--- src/rtl/fifo_reader.sv ---
// fifo_reader: read-side controller for a synchronous FIFO.
// Drains FIFO words when enabled, packs PACK consecutive words LSB-first into
// one wide beat, and presents beats on a registered valid/ready stream.
// A flush pulse emits any partial beat, zero-padded, with m_cnt giving the
// number of valid words.
// Optional feature: define FIFO_READER_STATS_EN to add the rd_count and
// stall_count saturating statistics counters and their output ports.
module fifo_reader #(
  parameter int DATA_WIDTH = 8,
  parameter int PACK       = 4
`ifdef FIFO_READER_STATS_EN
  ,
  parameter int CNT_WIDTH  = 16
`endif
) (
  input  logic                          clk,
  input  logic                          rst,
  input  logic                          en,
  input  logic                          flush,
  input  logic                          fifo_empty,
  input  logic [DATA_WIDTH-1:0]         fifo_data,
  output logic                          fifo_rd_en,
  output logic [DATA_WIDTH*PACK-1:0]    m_data,
  output logic [$clog2(PACK+1)-1:0]     m_cnt,
  output logic                          m_valid,
  input  logic                          m_ready,
  output logic                          busy
`ifdef FIFO_READER_STATS_EN
  ,
  output logic [CNT_WIDTH-1:0]          rd_count,
  output logic [CNT_WIDTH-1:0]          stall_count
`endif
);

  localparam int CW = $clog2(PACK + 1);
  localparam int BW = DATA_WIDTH * PACK;
  localparam logic [CW-1:0] PACK_C = CW'(PACK);

  typedef enum logic [1:0] {
    IDLE  = 2'd0,
    FILL  = 2'd1,
    FLUSH = 2'd2
  } state_t;

  state_t         state;
  state_t         state_nxt;
  logic           pend;        // a read was issued last cycle; fifo_data is valid now
  logic [BW-1:0]  acc_data;    // partial beat, unused slots kept at zero
  logic [CW-1:0]  acc_cnt;     // words held in acc_data (0..PACK)

  logic [BW-1:0]  acc_ins;     // accumulator including this cycle's returning word
  logic [CW-1:0]  cnt_ins;
  logic           out_free;
  logic           flush_emit;
  logic           load;
  logic [CW-1:0]  occ_next;

  // Datapath decisions: merge the landing word, decide whether a beat moves
  // to the output register, and issue a read only when its word has a slot.
  always_comb begin
    // NOTE: every always_comb output gets a default first so no path leaves it
    // unassigned; a missing default infers a latch.
    acc_ins = acc_data;
    for (int k = 0; k < PACK; k++) begin
      if (pend && (acc_cnt == CW'(k))) begin
        acc_ins[k*DATA_WIDTH +: DATA_WIDTH] = fifo_data;
      end
    end
    cnt_ins    = acc_cnt + CW'(pend);
    out_free   = !m_valid || m_ready;
    flush_emit = (state == FLUSH) && !pend && (acc_cnt != '0);
    load       = ((cnt_ins == PACK_C) || flush_emit) && out_free;
    // Words the accumulator will hold after this edge; a read issued now lands
    // next cycle and must find a free slot there.
    occ_next   = load ? '0 : cnt_ins;
    fifo_rd_en = (state == FILL) && en && !fifo_empty && !flush &&
                 (occ_next < PACK_C);
  end

  // Next-state logic; a flush pulse outside FLUSH takes priority.
  always_comb begin
    state_nxt = state;
    unique case (state)
      IDLE: begin
        if (en && !fifo_empty) state_nxt = FILL;
      end
      FILL: begin
        if ((!en || fifo_empty) && !pend) state_nxt = IDLE;
      end
      FLUSH: begin
        // Leave once the in-flight word has landed and any partial beat has
        // been handed to the output register.
        if (!pend && ((acc_cnt == '0) || out_free)) state_nxt = IDLE;
      end
      default: state_nxt = IDLE;
    endcase
    if (flush && (state != FLUSH)) state_nxt = FLUSH;
  end

  // State register.
  always_ff @(posedge clk or negedge rst) begin
    // NOTE: sequential state uses non-blocking assignments so every register
    // samples pre-edge values regardless of block ordering.
    if (!rst) state <= IDLE;
    else      state <= state_nxt;
  end

  // In-flight read tracking; a read pending at reset is simply forgotten.
  always_ff @(posedge clk or negedge rst) begin
    if (!rst) pend <= 1'b0;
    else      pend <= fifo_rd_en;
  end

  // Accumulator and registered output beat.
  always_ff @(posedge clk or negedge rst) begin
    // NOTE: the accumulator is a plain register (not a RAM), so it is reset;
    // this keeps zero-padding of partial beats valid right after reset.
    if (!rst) begin
      acc_data <= '0;
      acc_cnt  <= '0;
      m_data   <= '0;
      m_cnt    <= '0;
      m_valid  <= 1'b0;
    end else if (load) begin
      m_data   <= acc_ins;
      m_cnt    <= cnt_ins;
      m_valid  <= 1'b1;
      acc_data <= '0;
      acc_cnt  <= '0;
    end else begin
      acc_data <= acc_ins;
      acc_cnt  <= cnt_ins;
      if (m_ready) m_valid <= 1'b0;
    end
  end

  assign busy = pend || (acc_cnt != '0) || m_valid;

`ifdef FIFO_READER_STATS_EN
  // Saturating statistics: words captured and output stall cycles.
  always_ff @(posedge clk or negedge rst) begin
    if (!rst) begin
      rd_count    <= '0;
      stall_count <= '0;
    end else begin
      if (pend && (rd_count != '1))                    rd_count    <= rd_count + 1'b1;
      if (m_valid && !m_ready && (stall_count != '1))  stall_count <= stall_count + 1'b1;
    end
  end
`else
  // Statistics disabled: no counters and no statistics ports in this build.
`endif

endmodule

--- config.mk ---
export PLATFORM = sky130hd
export DESIGN_NAME = fifo_reader
export DESIGN_NICKNAME = d
export VERILOG_FILES = /design/src/rtl/fifo_reader.sv
export SDC_FILE = /design/constraint.sdc
export NUM_CORES = 1
export LEC_CHECK = 0
export ABC_CLOCK_PERIOD_IN_PS = 4200
export BUFFER_PORTS_ARGS = -buffer_cell sky130_fd_sc_hd__buf_2
export CAP_MARGIN = 20
export CORE_MARGIN = 4
export CORE_UTILIZATION = 52
export CTS_CLUSTER_DIAMETER = 50
export CTS_CLUSTER_SIZE = 20
export DETAILED_ROUTE_END_ITERATION = 6
export GPL_TIMING_DRIVEN = 0
export PLACE_DENSITY = 0.75
export SLEW_MARGIN = 20
export SYNTH_ARGS = -nofsm -noshare
export SYNTH_HDL_FRONTEND = slang
export SYNTH_SLANG_ARGS = --single-unit
--- constraint.sdc ---
create_clock -name clk -period 4.2 [get_ports clk]
set_input_delay 0.21 -clock clk [delete_from_list [all_inputs] [get_ports clk]]
set_output_delay 0.21 -clock clk [all_outputs]
set_load 0.02 [all_outputs]
==> impl_metrics.env <==
export IMPL_status="completed"
export IMPL_met1_usage_pct=29.83
export IMPL_synthMuxAreaShare_pct=11.48
export IMPL_crit_family="flip-flops"
export IMPL_nets=336
export IMPL_final_period_utilization_pct=60.80
export IMPL_synth_top_family_by_area="compound AO/OA/AOI/OAI gates"
export IMPL_cp_max_fo=10
export IMPL_track_usage_pct=20.48
export IMPL_cts_max_level=3
export IMPL_num_vias=2216
export IMPL_worstPathRequired_ps=3990
export IMPL_hold_ws_ps=50.38
export IMPL_slowest_delay_ps=490
export IMPL_drtIter0Drc=98
export IMPL_overflow=0
export IMPL_synthesis_area_mm2=0.003084
export IMPL_critical_path_cell_chain="ha_1 -> ha_1 -> xor2_1 -> a22oi_2 -> nor2_4 -> o2111a_1 -> buf_2"
export IMPL_min_path_type="input pin to flop"
export IMPL_n_antenna_cell=0
export IMPL_clock_latency_ps=340
export IMPL_rsz0062_at_grt="no"
export IMPL_cts_root_buf="clkbuf_8"
export IMPL_yosys_area_share_simple_pct=8.519
export IMPL_fin_setup_tns_ps=0
export IMPL_setup_viol=0
export IMPL_vias_per_cell=5.582
export IMPL_max_cap_violations=0
export IMPL_cp_end_kind="output port"
export IMPL_hold_viol=0
export IMPL_path_clk_slew_ps=80
export IMPL_cts_setup_buffers=0
export IMPL_grt_util_met3_pct=3.981
export IMPL_synthDistinctLibCells=33
export IMPL_ios=52
export IMPL_mappedNetlistNets=272
export IMPL_routed_wl_um=6874
export IMPL_grt_pass1_vias=2264
export IMPL_syn_area_per_cell_um2=12.05
export IMPL_clock_sinks=74
export IMPL_crit_type="flop to output port"
export IMPL_num_rows=27
export IMPL_fp_dieH_um=85.02
export IMPL_leakagePower_nw=1.890
export IMPL_cts_max_path_buffers=2
export IMPL_final_common_cell="dfrtp_1"
export IMPL_power_w=0.001774
export IMPL_avgRoutedWirePerCell_um=17.31
export IMPL_synth_compound_area_share_pct=14.24
export IMPL_fmax_ghz=0.3916
export IMPL_final_cell_mix="dfrtp_1 (74), buf_2 (57), nor2_1 (35)"
export IMPL_fin_crit_ps=2554
export IMPL_dp_hpwl_um=4767
export IMPL_area_growth_syn_to_layout_pct=18.66
export IMPL_final_antenna_net_count=0
export IMPL_yosysSeqAreaShare_pct=60.04
export IMPL_synthXorXnorAreaFrac_pct=0.2840
export IMPL_drtPass1Iterations=7
export IMPL_die_x_um=85.02
export IMPL_vdd_drop_max_mv=0.2418
export IMPL_top_usage_layer="met2"
export IMPL_antenna_found_initial=0
export IMPL_dieArea_mm2=0.007228
export IMPL_cts_buffers=9
export IMPL_worstMarginPinSlew_ps=593.0
export IMPL_drc=0
export IMPL_cpMostUsedCell="ha_1"
export IMPL_seq_area_mm2=0.001852
export IMPL_slew_headroom_pct=60.47
export IMPL_grt_pass1_wl_um=11630
export IMPL_finalClockSkew_ps=10.64
export IMPL_fill_cells=440
export IMPL_io_buffers=51
export IMPL_core_area_mm2=0.005642
export IMPL_multiInputGateArea_mm2=0.001090
export IMPL_postSynthCellCount=256
export IMPL_cp_num_buf_inv=1
export IMPL_start_kind="flop"
export IMPL_final_max_slew_viol_count=0
export IMPL_p_per_area_mw_per_mm2=484.7
export IMPL_start_util_pct=54.67
export IMPL_ys_seq_elements=74
export IMPL_place_congestion=0.7978
export IMPL_synthAdderAreaFrac_pct=0.8114
export IMPL_cpMaxStageDelayCell="dfrtp_1"
export IMPL_cp_arrival_ps=2340
export IMPL_grt_util_met2_pct=30.86
export IMPL_yosysWarnings=0
export IMPL_grt_start_max_net_pins=42
export IMPL_cts_tree="built"
export IMPL_drive_gt1_share_pct=26.77
-- cell type report --
type                            instances  share of cell area [%]
Sequential cell                        74                   50.60
Clock buffer                           14                   4.444
Timing Repair Buffer                   53                   7.863
Buffer                                 21                   3.795
Clock inverter                          2                  0.9573
Tap cell                               72                   2.462
Multi-Input combinational cell        160                   29.78
Inverter                                1                  0.1026
-- where the power goes --
part	leakage, nW	switching (W)	internal [W]
clock network	0.101	0.000249	0.000307
registers	1.02	0.0000366	0.000791
logic	0.768	0.000258	0.000133
total	1.89	0.000543	0.00123
-- metal layers --
metal / routed length, um / vias up / share of wire, %
met4: 98 / 0 / 1.4
li1: - / 1044 / -
met2: 3136 / 64 / 46
met3: 336 / 8 / 4.9
met1: 3302 / 1100 / 48
met5: 0 / - / 0
-- path summary, 6_finish.rpt --
| check | endpoint | cells past startpoint | slack (ps) | startpoint |
|---|---|---|---|---|
| min | state[0]$_DFFE_PN0P_ | 2 | 50 | flush |
| max | fifo_rd_en | 7 | 1650 | pend$_DFF_PN0_ |
| max in group asynchronous | m_data[18]$_DFFE_PN0P_ | 3 | 3270 | rst |
| min in group asynchronous | state[0]$_DFFE_PN0P_ | 2 | 360 | rst |
| min reg2reg | m_data[25]$_DFFE_PN0P_ | 2 | 490 | m_data[25]$_DFFE_PN0P_ |
| max reg2reg | m_data[14]$_DFFE_PN0P_ | 7 | 2060 | pend$_DFF_PN0_ |
-- cells in the mapped netlist, drive strengths merged --
cell / instances / area, um^2
dfrtp: 74 / 1852
nor2: 36 / 142.6
o21ai: 33 / 165.2
mux2i: 32 / 320.3
o31ai: 32 / 240.2
buf: 13 / 106.4
clkbuf: 8 / 32.53
mux2: 3 / 33.78
a21oi: 2 / 10.01
and2: 2 / 12.51
ha: 2 / 25.02
nand2: 2 / 7.510
nand2b: 2 / 12.51
nor2b: 2 / 12.51
or3: 2 / 17.52
a22oi: 1 / 12.51
and4bb: 1 / 12.51
inv: 1 / 3.750
nand3: 1 / 5.000
nand4b: 1 / 8.760
nor3: 1 / 5.000
nor3b: 1 / 7.510
nor4b: 1 / 8.760
nor4bb: 1 / 10.01
o2111a: 1 / 11.26
xor2: 1 / 8.760
-- logic make-up (layout without fill, tap and decap cells) --
family | count (synthesis) | count (layout)
DFF | 74 | 74
AOI/OAI and AO/OA | 69 | 69
and+or+nand+nor | 53 | 53
muxes | 35 | 35
buffers and inverters | 22 | 91
adders and majority gates | 2 | 2
xor gates and xnor gates | 1 | 1
-- repair_timing --
item	CTS	global route
endpoints found under the hold margin	33	0
hold buffers	1	0
setup endpoints to repair	0	0
resized for setup	0	0
-- flip-flops by register name, summed over array words and instances, names as in the netlist --
| name | cells |
|---|---|
| acc_data | 32 |
| m_data | 32 |
| acc_cnt | 3 |
| m_cnt | 3 |
| state | 2 |
| m_valid | 1 |
| pend | 1 |
-- metrics by stage --
step | cells | setup slack [ps] | util (%) | cell area [um^2]
after global placement | 379 | 2096 | 60.79 | 3430
after global routing | 397 | 1563 | 64.87 | 3660
after detailed placement | 380 | 2041 | 61.19 | 3452
after floorplan | 256 | 2333 | - | 3084
final | 397 | 1646 | 64.87 | 3660
after CTS | 397 | 1666 | 64.87 | 3660
No activity file was read; power rests on OpenSTA's default activity.
